$ cat src/rtl/des_key_sched_if.sv
// rtl/des_key_sched_if.sv - key-in / round-key-out handshake bundle for des_key_sched
interface des_key_sched_if;
    logic [63:0] key;
    logic        dec;
    logic        key_vld;
    logic        key_rdy;
    logic [47:0] rk;
    logic [3:0]  rk_idx;
    logic        rk_last;
    logic        rk_vld;
    logic        rk_rdy;

    modport master (
        output key, dec, key_vld, rk_rdy,
        input  key_rdy, rk, rk_idx, rk_last, rk_vld
    );

    modport slave (
        input  key, dec, key_vld, rk_rdy,
        output key_rdy, rk, rk_idx, rk_last, rk_vld
    );
endinterface

$ cat src/rtl/des_key_sched.sv
// rtl/des_key_sched.sv - sequential DES key schedule: PC-1, per-round C/D rotation, PC-2
module des_key_sched (
    input  logic           clk,
    input  logic           rst_n,
    des_key_sched_if.slave kif
);
    typedef enum logic {IDLE = 1'b0, RUN = 1'b1} state_t;

    state_t      state_q, state_d;
    logic [27:0] c_q, c_d;
    logic [27:0] d_q, d_d;
    logic [3:0]  idx_q, idx_d;
    logic        mode_q, mode_d;
    logic [55:0] pc1_w;
    logic        last_w;

    // FIPS bit n of the key is key[64-n]; parity bits never appear here.
    function automatic logic [55:0] pc1(input logic [63:0] k);
        return {k[7],  k[15], k[23], k[31], k[39], k[47], k[55], k[63],
                k[6],  k[14], k[22], k[30], k[38], k[46], k[54], k[62],
                k[5],  k[13], k[21], k[29], k[37], k[45], k[53], k[61],
                k[4],  k[12], k[20], k[28],
                k[1],  k[9],  k[17], k[25], k[33], k[41], k[49], k[57],
                k[2],  k[10], k[18], k[26], k[34], k[42], k[50], k[58],
                k[3],  k[11], k[19], k[27], k[35], k[43], k[51], k[59],
                k[36], k[44], k[52], k[60]};
    endfunction

    // Input bit n of {C,D} is cd[56-n].
    function automatic logic [47:0] pc2(input logic [55:0] cd);
        return {cd[42], cd[39], cd[45], cd[32], cd[55], cd[51],
                cd[53], cd[28], cd[41], cd[50], cd[35], cd[46],
                cd[33], cd[37], cd[44], cd[52], cd[30], cd[48],
                cd[40], cd[49], cd[29], cd[36], cd[43], cd[54],
                cd[15], cd[4],  cd[25], cd[19], cd[9],  cd[1],
                cd[26], cd[16], cd[5],  cd[11], cd[23], cd[8],
                cd[12], cd[7],  cd[17], cd[0],  cd[22], cd[3],
                cd[10], cd[14], cd[6],  cd[20], cd[27], cd[24]};
    endfunction

    function automatic logic single_shift(input logic [3:0] i);
        return (i == 4'd0) || (i == 4'd1) || (i == 4'd8) || (i == 4'd15);
    endfunction

    function automatic logic [27:0] rot_l(input logic [27:0] x, input logic one);
        return one ? {x[26:0], x[27]} : {x[25:0], x[27:26]};
    endfunction

    function automatic logic [27:0] rot_r(input logic [27:0] x, input logic one);
        return one ? {x[0], x[27:1]} : {x[1:0], x[27:2]};
    endfunction

    assign pc1_w  = pc1(kif.key);
    assign last_w = (state_q == RUN) &&
                    ((!mode_q && idx_q == 4'd15) || (mode_q && idx_q == 4'd0));

    assign kif.key_rdy = (state_q == IDLE);
    assign kif.rk_vld  = (state_q == RUN);
    assign kif.rk      = pc2({c_q, d_q});
    assign kif.rk_idx  = idx_q;
    assign kif.rk_last = last_w;

    always_ff @(posedge clk or negedge rst_n) begin
        if (!rst_n) begin
            state_q <= IDLE;
            c_q     <= '0;
            d_q     <= '0;
            idx_q   <= '0;
            mode_q  <= 1'b0;
        end else begin
            state_q <= state_d;
            c_q     <= c_d;
            d_q     <= d_d;
            idx_q   <= idx_d;
            mode_q  <= mode_d;
        end
    end

    always_comb begin
        state_d = state_q;
        c_d     = c_q;
        d_d     = d_q;
        idx_d   = idx_q;
        mode_d  = mode_q;
        case (state_q)
            IDLE: begin
                if (kif.key_vld) begin
                    mode_d  = kif.dec;
                    state_d = RUN;
                    // Decrypt starts at K16: the 28 total shift positions bring C16 back to C0.
                    if (kif.dec) begin
                        c_d   = pc1_w[55:28];
                        d_d   = pc1_w[27:0];
                        idx_d = 4'd15;
                    end else begin
                        c_d   = rot_l(pc1_w[55:28], 1'b1);
                        d_d   = rot_l(pc1_w[27:0], 1'b1);
                        idx_d = 4'd0;
                    end
                end
            end
            RUN: begin
                if (kif.rk_rdy) begin
                    if (last_w) begin
                        state_d = IDLE;
                    end else if (!mode_q) begin
                        idx_d = idx_q + 4'd1;
                        c_d   = rot_l(c_q, single_shift(idx_q + 4'd1));
                        d_d   = rot_l(d_q, single_shift(idx_q + 4'd1));
                    end else begin
                        idx_d = idx_q - 4'd1;
                        c_d   = rot_r(c_q, single_shift(idx_q));
                        d_d   = rot_r(d_q, single_shift(idx_q));
                    end
                end
            end
            default: state_d = IDLE;
        endcase
    end
endmodule

$ cat src/flat_wrapper.sv
// flat-port wrapper written by rule: the top's interface ports become plain ports
module des_key_sched_flat 
  (clk, rst_n, kif_key, kif_dec, kif_key_vld, kif_rk_rdy, kif_key_rdy, kif_rk, kif_rk_idx, kif_rk_last, kif_rk_vld);
  des_key_sched_if kif_i ();
  input  logic clk;
  input  logic rst_n;
  input wire logic [$bits(kif_i.key)-1:0] kif_key;
  input wire logic [$bits(kif_i.dec)-1:0] kif_dec;
  input wire logic [$bits(kif_i.key_vld)-1:0] kif_key_vld;
  input wire logic [$bits(kif_i.rk_rdy)-1:0] kif_rk_rdy;
  output wire logic [$bits(kif_i.key_rdy)-1:0] kif_key_rdy;
  output wire logic [$bits(kif_i.rk)-1:0] kif_rk;
  output wire logic [$bits(kif_i.rk_idx)-1:0] kif_rk_idx;
  output wire logic [$bits(kif_i.rk_last)-1:0] kif_rk_last;
  output wire logic [$bits(kif_i.rk_vld)-1:0] kif_rk_vld;
  assign kif_i.key = kif_key;
  assign kif_i.dec = kif_dec;
  assign kif_i.key_vld = kif_key_vld;
  assign kif_i.rk_rdy = kif_rk_rdy;
  assign kif_key_rdy = kif_i.key_rdy;
  assign kif_rk = kif_i.rk;
  assign kif_rk_idx = kif_i.rk_idx;
  assign kif_rk_last = kif_i.rk_last;
  assign kif_rk_vld = kif_i.rk_vld;
  des_key_sched u_core (.clk(clk), .rst_n(rst_n), .kif(kif_i));
endmodule
$ cat config.mk
export PLATFORM = sky130hd
export DESIGN_NAME = des_key_sched_flat
export DESIGN_NICKNAME = d
export VERILOG_FILES = /design/src/rtl/des_key_sched_if.sv /design/src/rtl/des_key_sched.sv /design/src/flat_wrapper.sv
export SDC_FILE = /design/constraint.sdc
export NUM_CORES = 1
export LEC_CHECK = 0
export CAP_MARGIN = 30
export CORE_UTILIZATION = 35
export CTS_CLUSTER_SIZE = 14
export DETAILED_ROUTE_END_ITERATION = 16
export GPL_TIMING_DRIVEN = 0
export PLACE_DENSITY = 0.67
export SLEW_MARGIN = 0
export SYNTH_ARGS = -nofsm -noshare
export SYNTH_HDL_FRONTEND = slang
export SYNTH_SLANG_ARGS = --single-unit
$ cat constraint.sdc
create_clock -name clk -period 2.2 [get_ports clk]
set_input_delay 0.22 -clock clk [delete_from_list [all_inputs] [get_ports clk]]
set_output_delay 0.22 -clock clk [all_outputs]
set_load 0.02 [all_outputs]
==> results of run 1 <==
## registers in the layout, indices dropped and copies added, names as in the netlist
register and flops:
u_core.kif.rk_idx 4, u_core.mode_q 1, u_core.kif.rk_vld 1, u_core.c_q 28
u_core.d_q 28
## cells in the final DEF (no fill, tap or decap), drive strengths merged, types with 56 or more instances in the layout
cell type      instances
nand3                 56
clkbuf                66
a31oi                 56
buf                   91
a21oi                 61
dfrtp                 62
o21ai                 59
and2                  56
nor2                  58
mux2i                 58
o22ai                 57
a221oi                56
nand2b                60
clkdlybuf4s50        110
## Yosys cell counts (2+ instances only)
cell	n
dfrtp_1	62
a211oi_1	2
a21oi_1	61
clkbuf_1	52
buf_4	52
inv_1	5
nor2_1	58
o22ai_1	56
o21ai_1	21
ha_1	5
buf_8	4
a31oi_1	56
buf_6	2
a221oi_1	56
a21o_1	2
o21ai_0	38
nand2_1	2
nand3_1	56
buf_2	25
and2_1	56
buf_1	3
nand2b_1	60
xor2_1	2
mux2_2	2
mux2i_1	58
nand4_1	2
## final timing paths
path	start	end	slack, ns	depth (start not counted)
worst max-delay path	u_core.kif.rk_idx[1]$_DFFE_PN0P_	u_core.d_q[22]$_DFFE_PN0P_	0.05	8
worst min-delay path	rst_n	u_core.d_q[8]$_DFFE_PN0P_	0.004	1
worst max register to register	u_core.kif.rk_idx[1]$_DFFE_PN0P_	u_core.d_q[22]$_DFFE_PN0P_	0.05	8
worst min register to register	u_core.c_q[10]$_DFFE_PN0P_	u_core.c_q[12]$_DFFE_PN0P_	0.63	2
max in group asynchronous	rst_n	u_core.kif.rk_idx[1]$_DFFE_PN0P_	1.56	1
min in group clk	kif_rk_rdy	u_core.kif.rk_vld$_DFF_PN0_	0.60	2
## final cells by class
type,instances,area (sq um)
Tap cell,225,282
Fill cell,1776,9310
Buffer,139,840
Inverter,5,18.8
Sequential cell,62,1550
Clock buffer,11,243
Clock inverter,4,95.1
Timing Repair Buffer,119,1170
Multi-Input combinational cell,609,3900
## metal layers
layer / global-route usage / vias up / share of wire
met5: 0 / - / 0
met4: 0.0883 / 0 / 0.021
met3: 0.0403 / 34 / 0.075
met2: 0.378 / 332 / 0.47
met1: 0.317 / 3324 / 0.43
li1: - / 3260 / -
## through the flow
stage	total power [W]	hold WS, ns	area, sq um	setup TNS [ns]
after floorplan	0.00848	-0.0756	6280	0
after global placement	0.0111	0.620	7690	-91.74
after detailed placement	0.0111	0.396	7690	-4.41
after CTS	0.0129	0.0403	8060	0
after global routing	0.0141	0.0673	8100	-0.0939
final	0.0131	0.00439	8100	0
## worst max-delay path, stage by stage (launching register included)
cell       delay [ns]
dfrtp_2          0.44
inv_2            0.08
ha_1             0.22
nand4bb_1        0.20
nand4_1          0.21
buf_4            0.24
buf_2            0.19
a221oi_1         0.30
a31oi_1          0.13
## power groups by stage
stage          combinational (W)  sequential (W)  clock [W]
3_3_place_gp             0.00823         0.00282          0
4_1_cts                  0.00846         0.00279    0.00169
6_report                 0.00859         0.00284    0.00168
3_5_place_dp             0.00834         0.00281          0
2_1_floorplan            0.00603         0.00245          0
5_1_grt                  0.00937         0.00295    0.00174
## logic make-up (layout without fill, tap and decap cells)
kind of cell | count (synthesis) | count (layout) | synth area share
fa+ha+maj | 5 | 5 | 0.00997
mux | 60 | 60 | 0.0961
compound gates | 299 | 299 | 0.301
flops | 62 | 62 | 0.247
buf+inv | 144 | 278 | 0.132
xor+xnor | 3 | 3 | 0.00419
simple gates | 242 | 242 | 0.210
## what timing repair did
item / CTS / global route
buffers inserted: 3 / 3
endpoints found under the setup margin: 54 / 51
resized for setup: 9 / 31
pin swaps: 1 / 1
==> reports/metrics.csv, run 1 <==
stage,metric,value,unit
status,status,"finished, final reports clean",
timing,fin_crit,2.15,ns
worst_setup_path,arrival,2.36,ns
die,die_w,136,um
logic_synthesis,synth.distinct_cells,43,
global_route,grt_max_degree,63,
clocking,clock-sinks,62,
pwr,p_seq_frac,0.217,
logic_synthesis,synth_top_flop_cell,dfrtp_1,
clocking,numCtsBuffers,9,
logic_synthesis,synthCells,815,
worst_setup_path,cp_max_fo,10,
worst_setup_path,start_kind,flop,
drt,drc,0,
timing,max_slew_margin,0.407,
pwr,peakVddDrop,0.000600,V
timing,clock_skew,0.00529,ns
logic_synthesis,yosys.area.top_type_share,0.247,
pwr,pwr_density_cell,1620,nW/um^2
logic_synthesis,synthArstFlopShare,1.00,
timing,setup_violations,0,
die,die_area,18500,sq um
logic_synthesis,syn_nets,889,
clocking,cts_root_buffer,clkbuf_16,
logic_synthesis,ys_seq_area_frac,0.247,
drt,vias,6950,
place,placed_cells,1153,
die,start_util,0.360,
layout,num_antenna_cells,0,
layout,syn2layout_area_growth,29.1,%
logic_synthesis,synth_edf_count,0,
layout,final_util,0.465,
timing,setup_ws,0.0472,ns
global_route,grt_pass1_wl,34900,um
global_route,grt_overflow_total,0,
worst_setup_path,worstSetupEndpointType,flop,
timing,slew_violations,0,
timing,hold_viol_final,0,
clocking,clock_path_buffers,2,
die,core,17400,sq um
hold_path,hp-class,primary input to async pin,
clocking,cts_tree,yes,
timing,max_freq,0.465,GHz
clocking,h-tree-depth,3,
pwr,p_int,0.00699,W
job,max-cap-violations,0,
clocking,hold_buffers,0,
global_route,grt_use_total,0.236,
logic_synthesis,ys_seq_elements,62,
pwr,comb_power_share,0.655,
pwr,swShare,0.467,
drt,wl_per_cell,18.5,um
drt,vias_per_cell,5.92,
die,die_height,136,um
logic_synthesis,yosysWarnings,0,
pwr,pwr-share-clk,0.128,
pwr,power_leakage,3.26,nW
global_route,grt_pass1_vias,6717,
drt,antenna_left,0,
global_route,antenna_found_initial,0,
logic_synthesis,syn-cell-area,6280,sq um
layout,drive_gt1_frac,0.135,
place,portBuffers,113,
die,core.rowCount,48,
layout,final_cells,1174,
timing,worstMarginPinSlew,0.889,ns
logic_synthesis,synthTopCellsByArea,"dfrtp_1, mux2i_1, a221oi_1, buf_4, nand2b_1",
clocking,clk_pin_slew,0.06,ns
drt,drt_pass1_iterations,5,
logic_synthesis,yosys.area.top_type,dfrtp_1,
die,ios,124,
place,dp_hpwl,14600,um
timing,fin_crit_sh,0.979,
worst_setup_path,critical_path_required,2.41,ns
pwr,power_switching,0.00612,W
drt,drtIter0Drc,761,
drt,routed_wl,21700,um
worst_setup_path,worstSetupPathType,flop to flop,
layout,nNetsFinal,1019,
clocking,clkLatencyLatePin,0.34,ns
place,place_ws,-0.294,ns
place,place.gp.congestion,0.865,
logic_synthesis,synth_area_per_cell,7.70,sq um
Note: power is estimated with default switching activity, not from simulation.
==> inputs of run 2 (changes only) <==
--- a/config.mk
+++ b/config.mk
@@ -7,10 +7,12 @@
 export LEC_CHECK = 0
 export CAP_MARGIN = 30
 export CORE_UTILIZATION = 35
+export CTS_BUF_LIST = sky130_fd_sc_hd__clkbuf_4 sky130_fd_sc_hd__clkbuf_8 sky130_fd_sc_hd__clkbuf_16
 export CTS_CLUSTER_SIZE = 14
 export DETAILED_ROUTE_END_ITERATION = 16
 export GPL_TIMING_DRIVEN = 0
 export PLACE_DENSITY = 0.67
+export REMOVE_ABC_BUFFERS = 1
 export SLEW_MARGIN = 0
 export SYNTH_ARGS = -nofsm -noshare
 export SYNTH_HDL_FRONTEND = slang
==> run 2 against run 1 <==
The run now ends with hold timing left. Via count fell by 5.2%. Die area did not move. Sequential share of layout area rose by 0.14 points. First-iteration DRC count rose by 6.3%. Cell area fell by 0.15%. Sequential power rose by 2%. Setup slack improved by 0.026 ns. Global-route usage fell by 1.1 points. Critical path type is now flop to primary output. Critical endpoint is now kif_rk_last.
==> reports/metrics.csv, run 2 (synthesized netlist as in run 1, its figures left out) <==
stage,metric,value,unit
status,status,"finished, violations left",
status,violations,hold timing,
layout,layout_common_cells,"clkdlybuf4s50_1, nand2b_1, a21oi_1, mux2i_1",
clocking,cts_tree,yes,
pwr,power,0.0134,W
timing,max_slew_margin,0.407,
worst_setup_path,r2r_cells,8,
worst_setup_path,cp_cell_sequence,inv_2 -> ha_2 -> nand4bb_4 -> a21oi_2 -> clkdlybuf4s15_2,
drt,antenna_left,0,
global_route,grt_pass1_wl,33100,um
clocking,clkLatencyLatePin,0.34,ns
clocking,numCtsBuffers,9,
hold_path,hp-class,primary input to async pin,
clocking,h-tree-depth,3,
worst_setup_path,r2r-end,u_core.d_q[11]$_DFFE_PN0P_,
drt,vias_per_cell,6.07,
layout,final_cells,1085,
clocking,clock_path_buffers,2,
worst_setup_path,r2r-start,u_core.kif.rk_idx[0]$_DFFE_PN0P_,
global_route,grt_max_degree,74,
pwr,pwr_density_cell,1650,nW/um^2
worst_setup_path,critical_path_required,1.98,ns
place,place.gp.congestion,0.775,
place,portBuffers,115,
drt,drt_pass1_iterations,6,
worst_setup_path,cp_slowest_cell,dfrtp_2,
worst_setup_path,cp_max_fo,6,
die,die_w,136,um
timing,worstMarginPinSlew,0.889,ns
timing,setup_violations,0,
layout,drive_gt1_frac,0.115,
global_route,grt_use_total,0.225,
clocking,clock-sinks,62,
layout,nNetsFinal,929,
clocking,clk_pin_slew,0.05,ns
drt,wl_per_cell,20.1,um
timing,clock_skew,0.00613,ns
drt,drtIter0Drc,809,
die,core,17400,sq um
timing,slew_violations,0,
drt,vias,6587,
clocking,cts_root_buffer,clkbuf_16,
place,placed_cells,1032,
global_route,use_met1,0.324,
timing,max_freq,0.470,GHz
worst_setup_path,cpPeakStageDelay,0.46,ns
die,die_area,18500,sq um
drt,routed_wl,21800,um
pwr,power_leakage,3.10,nW
worst_setup_path,worstSetupEndpointType,primary output,
global_route,grt_use_met2,0.338,
clocking,hold_buffers,0,
global_route,grt_pass1_vias,6037,
layout,layout_commonest_cell,clkdlybuf4s50_1,
timing,fin_crit_sh,0.967,
die,core.rowCount,48,
timing,fin_crit,2.13,ns
global_route,top_usage_layer,met2,
die,start_util,0.360,
worst_setup_path,start_kind,flop,
global_route,grt_overflow_total,0,
job,max-cap-violations,0,
timing,hold_viol_final,8,
die,ios,124,
worst_setup_path,reg2reg_slack,0.08,ns
die,die_height,136,um
pwr,peakVddDrop,0.000863,V
timing,timing.hold.ws,-0.0121,ns
worst_setup_path,worstSetupPathType,flop to primary output,
layout,syn2layout_area_growth,28.9,%
worst_setup_path,arrival,1.91,ns
place,dp_hpwl,12000,um
drt,drc,0,
global_route,antenna_found_initial,0,
layout,num_antenna_cells,0,
global_route,grtUsageMet3,0.0410,
-- run 2: per-layer routing --
metal	up-vias	wire (um)	share of wire
li1	3090	-	-
met1	3167	10100	0.46
met2	316	9910	0.45
met3	14	1580	0.073
met4	0	215	0.0099
met5	-	0	0
-- run 2: stage by stage --
stage	setup TNS (ns)	cell area, sq um	utilization	setup WS (ns)	hold WS (ns)
floorplan	-162.75	5470	-	-2.74	-0.0756
global placement	-441.00	6900	0.396	-5.94	0.614
detailed placement	-32.52	7280	0.418	-0.655	0.392
CTS	0	7880	0.452	0.0173	0.0317
global route	-0.00134	8090	0.465	-0.000794	0.0673
finish	0	8090	0.465	0.0727	-0.0121
-- run 2: worst max-delay path, delay by kind of cell (launching register included) --
kind / cells / cell delay [ns]
simple gates: 1 / 0.22
flops: 1 / 0.46
fa+ha+maj: 1 / 0.27
buf+inv: 2 / 0.41
compound gates: 1 / 0.21
-- run 2: power breakdown --
part,internal (W),total (W),switching [W]
sequential,0.00177,0.00291,0.00114
combinational,0.00409,0.00873,0.00464
clock,0.00117,0.00172,0.000552
-- run 2: repair_timing --
action                     4_1_cts  5_1_grt
gates cloned                     2        4
pin swaps                        5        6
setup endpoints to repair       60       59
resized for setup               15       15
buffers inserted                17       14
-- run 2: worst max-delay path by stage --
stage | start | to | slack [ns] | cells after the start
floorplan | u_core.kif.rk_vld$_DFF_PN0_ | u_core.c_q[0]$_DFFE_PN0P_ | -2.74 | 3
global placement | u_core.mode_q$_DFFE_PN0P_ | u_core.d_q[21]$_DFFE_PN0P_ | -5.94 | 4
detailed placement | u_core.mode_q$_DFFE_PN0P_ | u_core.d_q[22]$_DFFE_PN0P_ | -0.66 | 6
CTS | u_core.kif.rk_idx[0]$_DFFE_PN0P_ | u_core.c_q[5]$_DFFE_PN0P_ | 0.02 | 7
global route | u_core.kif.rk_idx[0]$_DFFE_PN0P_ | u_core.c_q[20]$_DFFE_PN0P_ | -0.0008 | 8
finish | u_core.kif.rk_idx[0]$_DFFE_PN0P_ | kif_rk_last | 0.07 | 5
-- run 2: area by class of cell --
class                   instances  area [sq um]
clock buffers                  11           253
clock inverters                 5           105
fillers                      1683          9330
inverters                       5          21.3
multi-input cells             613          4070
flip-flops and latches         62          1560
well taps                     225           282
repair buffers                164          1790
